$ cat src/rtl/wdt_reset_ctrl.sv
// System reset controller: synchronises power-on release, stretches watchdog and
// software resets to a fixed hold time, and records the last reset cause and watchdog count.
module wdt_reset_ctrl #(
    parameter int HOLD_CYCLES     = 16,
    parameter int COOLDOWN_CYCLES = 4,
    parameter int CNT_W           = 8
) (
    input  logic             i_clk,
    input  logic             i_resetn,
    input  logic             i_wdt_timeout,
    input  logic             i_sw_reset_req,
    input  logic             i_cause_clr,
    output logic             o_sys_resetn,
    output logic             o_reset_active,
    output logic [1:0]       o_reset_cause,
    output logic [CNT_W-1:0] o_wdt_count
);

    localparam int MAX_CYC = (HOLD_CYCLES > COOLDOWN_CYCLES) ? HOLD_CYCLES : COOLDOWN_CYCLES;
    localparam int TMR_W   = (MAX_CYC > 1) ? $clog2(MAX_CYC) : 1;

    localparam logic [TMR_W-1:0] HOLD_LOAD = TMR_W'(HOLD_CYCLES - 1);
    localparam logic [TMR_W-1:0] COOL_LOAD = TMR_W'(COOLDOWN_CYCLES - 1);

    localparam logic [1:0] CAUSE_NONE = 2'b00;
    localparam logic [1:0] CAUSE_POR  = 2'b01;
    localparam logic [1:0] CAUSE_WDT  = 2'b10;
    localparam logic [1:0] CAUSE_SW   = 2'b11;

    typedef enum logic [1:0] {
        ST_POR  = 2'd0,
        ST_HOLD = 2'd1,
        ST_COOL = 2'd2,
        ST_RUN  = 2'd3
    } state_t;

    state_t             r_state;
    state_t             w_state_nxt;
    logic [TMR_W-1:0]   r_tmr;
    logic [TMR_W-1:0]   w_tmr_nxt;
    logic [1:0]         r_sync;
    logic               r_tmo_q;
    logic [1:0]         r_cause;
    logic [1:0]         w_cause_nxt;
    logic [CNT_W-1:0]   r_wdt_count;
    logic [CNT_W-1:0]   w_wdt_count_nxt;
    logic               r_sys_resetn;
    logic               w_sys_resetn_nxt;
    logic               r_active;
    logic               w_active_nxt;

    logic               w_wdt_trig;
    logic               w_wdt_take;
    logic               w_sw_take;

    function automatic logic [CNT_W-1:0] sat_inc(input logic [CNT_W-1:0] v);
        return (&v) ? v : v + CNT_W'(1);
    endfunction

    // Watchdog timeout is a level; only its rising edge counts, and only while running
    assign w_wdt_trig = i_wdt_timeout & ~r_tmo_q;
    assign w_wdt_take = (r_state == ST_RUN) & w_wdt_trig;
    assign w_sw_take  = (r_state == ST_RUN) & ~w_wdt_trig & i_sw_reset_req;

    always_comb begin
        w_state_nxt      = r_state;
        w_tmr_nxt        = r_tmr;
        w_sys_resetn_nxt = r_sys_resetn;

        case (r_state)
            ST_POR: begin
                w_sys_resetn_nxt = 1'b0;
                if (r_sync[1]) begin
                    if (r_tmr == '0) begin
                        w_state_nxt      = ST_RUN;
                        w_sys_resetn_nxt = 1'b1;
                    end else begin
                        w_tmr_nxt = r_tmr - TMR_W'(1);
                    end
                end
            end
            ST_HOLD: begin
                w_sys_resetn_nxt = 1'b0;
                if (r_tmr == '0) begin
                    w_state_nxt      = ST_COOL;
                    w_tmr_nxt        = COOL_LOAD;
                    w_sys_resetn_nxt = 1'b1;
                end else begin
                    w_tmr_nxt = r_tmr - TMR_W'(1);
                end
            end
            ST_COOL: begin
                w_sys_resetn_nxt = 1'b1;
                if (r_tmr == '0) begin
                    w_state_nxt = ST_RUN;
                end else begin
                    w_tmr_nxt = r_tmr - TMR_W'(1);
                end
            end
            ST_RUN: begin
                w_sys_resetn_nxt = 1'b1;
                if (w_wdt_take || w_sw_take) begin
                    w_state_nxt      = ST_HOLD;
                    w_tmr_nxt        = HOLD_LOAD;
                    w_sys_resetn_nxt = 1'b0;
                end
            end
            default: begin
                w_state_nxt      = ST_POR;
                w_tmr_nxt        = HOLD_LOAD;
                w_sys_resetn_nxt = 1'b0;
            end
        endcase

        w_active_nxt = (w_state_nxt != ST_RUN);
    end

    // Cause/count bookkeeping: an accepted trigger overrides a coincident clear
    always_comb begin
        w_cause_nxt     = r_cause;
        w_wdt_count_nxt = r_wdt_count;

        if (i_cause_clr) begin
            w_cause_nxt     = CAUSE_NONE;
            w_wdt_count_nxt = '0;
        end

        if (w_wdt_take) begin
            w_cause_nxt     = CAUSE_WDT;
            w_wdt_count_nxt = i_cause_clr ? CNT_W'(1) : sat_inc(r_wdt_count);
        end else if (w_sw_take) begin
            w_cause_nxt = CAUSE_SW;
        end
    end

    always_ff @(posedge i_clk or negedge i_resetn) begin
        if (!i_resetn) begin
            r_state      <= ST_POR;
            r_tmr        <= HOLD_LOAD;
            r_sync       <= 2'b00;
            r_tmo_q      <= 1'b0;
            r_cause      <= CAUSE_POR;
            r_wdt_count  <= '0;
            r_sys_resetn <= 1'b0;
            r_active     <= 1'b1;
        end else begin
            r_state      <= w_state_nxt;
            r_tmr        <= w_tmr_nxt;
            r_sync       <= {r_sync[0], 1'b1};
            r_tmo_q      <= i_wdt_timeout;
            r_cause      <= w_cause_nxt;
            r_wdt_count  <= w_wdt_count_nxt;
            r_sys_resetn <= w_sys_resetn_nxt;
            r_active     <= w_active_nxt;
        end
    end

    assign o_sys_resetn   = r_sys_resetn;
    assign o_reset_active = r_active;
    assign o_reset_cause  = r_cause;
    assign o_wdt_count    = r_wdt_count;

endmodule
$ cat config.mk
export PLATFORM = sky130hd
export DESIGN_NAME = wdt_reset_ctrl
export DESIGN_NICKNAME = d
export VERILOG_FILES = /design/src/rtl/wdt_reset_ctrl.sv
export SDC_FILE = /design/constraint.sdc
export NUM_CORES = 1
export LEC_CHECK = 0
export BUFFER_PORTS_ARGS = -buffer_cell sky130_fd_sc_hd__buf_2
export CAP_MARGIN = 25
export CORE_ASPECT_RATIO = 0.9
export CORE_UTILIZATION = 57
export CTS_BUF_LIST = sky130_fd_sc_hd__clkbuf_4 sky130_fd_sc_hd__clkbuf_8
export CTS_CLUSTER_SIZE = 16
export DETAILED_ROUTE_END_ITERATION = 8
export GPL_ROUTABILITY_DRIVEN = 0
export PLACE_DENSITY = 0.8
export SLEW_MARGIN = 20
export SYNTH_ARGS = -nofsm -noshare
export SYNTH_HDL_FRONTEND = slang
export SYNTH_SLANG_ARGS = --single-unit
$ cat constraint.sdc
create_clock -name i_clk -period 2.3 [get_ports i_clk]
set_input_delay 0.46 -clock i_clk [delete_from_list [all_inputs] [get_ports i_clk]]
set_output_delay 0.46 -clock i_clk [all_outputs]
set_load 0.1 [all_outputs]
==> out/results.ini <==
[yosys]
synth-async-reset-ratio_pct = 100
syn_area_um2 = 1060
ys.flop_type = dfrtp_1
ys_ff_latch = 21
synth_commonest_cells = dfrtp_1, nor2_1, inv_1, dfstp_2, nand2_1
synthDistinctLibCells = 39
synth_edf_count = 0
synth_top_area_share_pct = 35.3
syn_avg_cell_area_um2 = 10.5
synthTopCellsByArea = dfrtp_1, dfstp_2, nor2_1
yosys_warnings = 0
synthCells = 101
synth_nets = 108
yosysMostFrequentCell = dfrtp_1
yosysSeqAreaShare_pct = 50.2
yosysTopAreaCell = dfrtp_1

[drt]
dr_total_vias = 789
drt_iter0_drc = 24
via_per_inst = 5.52
ant_nets = 0
drt_wl_total_um = 1850
drc = 0
dr.pass1.iters = 4
post_drt_wl_per_cell_um = 12.9

[worst_setup_path]
crit_type = flip-flop to flip-flop
cp_cell_sequence = inv_1 -> ha_1 -> nor3b_2 -> o21a_2 -> nor2_4 -> mux2_4
cp-end-kind = flip-flop
slowest_stage = dfstp_2
cp_slowest_stage_delay_ns = 0.57
crit_end = r_tmr[0]$_DFFE_PN1P_
critPathArrivalTime_ns = 2.06
cp_top_family = flip-flops
required_ns = 2.55
r2r-start = r_tmr[0]$_DFFE_PN1P_
rrSetupSlack_ns = 0.49
critPathLaunch = r_tmr[0]$_DFFE_PN1P_
r2r-end = r_tmr[0]$_DFFE_PN1P_
worstSetupStartpointType = flip-flop
crit_fanout = 5
path_buf_inv = 1
reg2regPathDepth = 6
worst-path-stages = 6

[clock_network]
cts_tree = built
clkTransAtPathRegs_ns = 0.11
hold_buffers = 0
clockRootBuffer = clkbuf_4
cts_sinks = 21
clk_latency_ns = 0.31
numCtsBuffers = 3
cts_setup_buffers = 0
htreeDepth = 1
cts_resized = 0
clk_path_buf_depth = 2

[floorplan]
io_pins = 17
die_area_um2 = 2040
die_height_um = 43.0
initial_core_util_pct = 61.9
die_x_um = 47.5
core-area_um2 = 1720
rows = 14

[global_route]
antenna_found_initial = 0
grt_start_max_net_pins = 22
grtUsageTotal_pct = 22.6
grt_overflow = 0
grt_pass1_vias = 727
grt_first_pass_wirelength_um = 3150

[place]
hpwlAfterDp_um = 1360
place_area_um2 = 1160
post-place-ws_ns = 0.509
place_inst = 139
port_buffers = 16

[min_path]
hold_class = input pin to asynchronous set/reset pin

[power]
swShare_pct = 44.3
intPower_uw = 735
ir_drop_v = 0.000939
cellLeakagePower_nw = 0.583
power.switching_uw = 584
combPwrFrac_pct = 43.2
seq_power_share_pct = 43.3
clkPwrFrac_pct = 13.4
powerDensity_nw_per_um2 = 1110

[status]
status = complete, no violations

[finish]
fillCellCount = 142
drive_gt1_share_pct = 28.6
design_area_um2 = 1180
final_nets = 127
stdcell_count = 143
antenna_cells = 0
syn2layout_area_growth_pct = 11.5

[flow_run]
cap_violations = 0

[timing]
finalClockSkew_ns = 0.00114
setup_violations = 0
grt_setup_unrepaired = no
fin_crit_sh_pct = 78.6
setup_slack_ns = 0.492
post-route-min-period_ns = 1.81
hold_violations = 0
drv_slew = 0
max_clock_freq_ghz = 0.553
final.setup.tns_ns = 0

layer usage:
layer  vias up  global-route usage [%]  wire length [um]
met3         3                    9.79                82
li1        392                       -                 -
met2        17                    30.1               845
met1       377                    33.3               901
met4         0                    6.29                16
met5         -                       0                 0
kinds of logic (layout without fill, tap and decap cells):
group / count (synthesis) / count (layout) / synth area share, %
xor+xnor: 3 / 3 / 2.47
fa+ha+maj: 2 / 2 / 2.36
compound gates: 19 / 19 / 12.2
simple gates: 39 / 39 / 21.6
mux: 6 / 6 / 6.60
other cells: 1 / 1 / 0.353
flops: 21 / 21 / 50.2
buf+inv: 10 / 28 / 4.24
stage by stage:
step                      power [mW]  util (%)  hold slack, ns
after floorplan                 1.05         -           0.164
after global placement          1.13      67.4           0.333
after detailed placement        1.15      67.4           0.337
after CTS                       1.32      69.0          0.0904
after global routing            1.40      69.0           0.103
final                           1.32      69.0          0.0801
final cells by class:
class	count	area (um2)	share of cell area, %
Sequential cell	21	533	45.0
Clock buffer	3	22.5	1.90
Timing Repair Buffer	16	80.1	6.76
Clock inverter	1	5.00	0.422
Multi-Input combinational cell	70	484	40.9
Tap cell	24	30.0	2.53
Inverter	8	30.0	2.53
power by group through the flow:
stage	clock (mW)	sequential (mW)	combinational, mW
final	0.177	0.572	0.570
after floorplan	0	0.790	0.262
after global routing	0.204	0.590	0.609
after CTS	0.182	0.570	0.572
after detailed placement	0	0.574	0.572
after global placement	0	0.573	0.560
sequential cells by signal, indices dropped and copies added, names as in the netlist:
signal / count
o_sys_resetn: 1
r_tmo_q: 1
r_state: 2
r_tmr: 4
o_wdt_count: 8
r_sync: 2
o_reset_active: 1
o_reset_cause: 2
layout by cell type (no fill, tap or decap), types with 2 or more instances in the layout:
master,instances
dfrtp_1,15
nor3b_2,2
mux2i_1,4
nand2b_1,2
xor2_1,2
nand2_1,6
nand3_1,3
a21oi_1,5
o211ai_1,3
inv_1,8
mux2_4,2
nor2_1,12
o21ai_0,2
or3_1,2
nand4_1,2
buf_2,16
dfstp_2,6
o31ai_1,2
clkbuf_4,3
ha_1,2
worst min path at each step:
| stage | endpoint | slack [ns] | depth (start not counted) |
|---|---|---|---|
| detailed placement | r_sync[1]$_DFF_PN0_ | 0.34 | 0 |
| CTS | r_tmo_q$_DFF_PN0_ | 0.09 | 1 |
| finish | o_wdt_count[0]$_DFFE_PN0P_ | 0.08 | 1 |
| floorplan | o_reset_cause[1]$_DFFE_PN0P_ | 0.16 | 0 |
| global route | o_wdt_count[3]$_DFFE_PN0P_ | 0.10 | 1 |
| global placement | r_sync[1]$_DFF_PN0_ | 0.33 | 0 |
(Power assumes the default switching activity.)
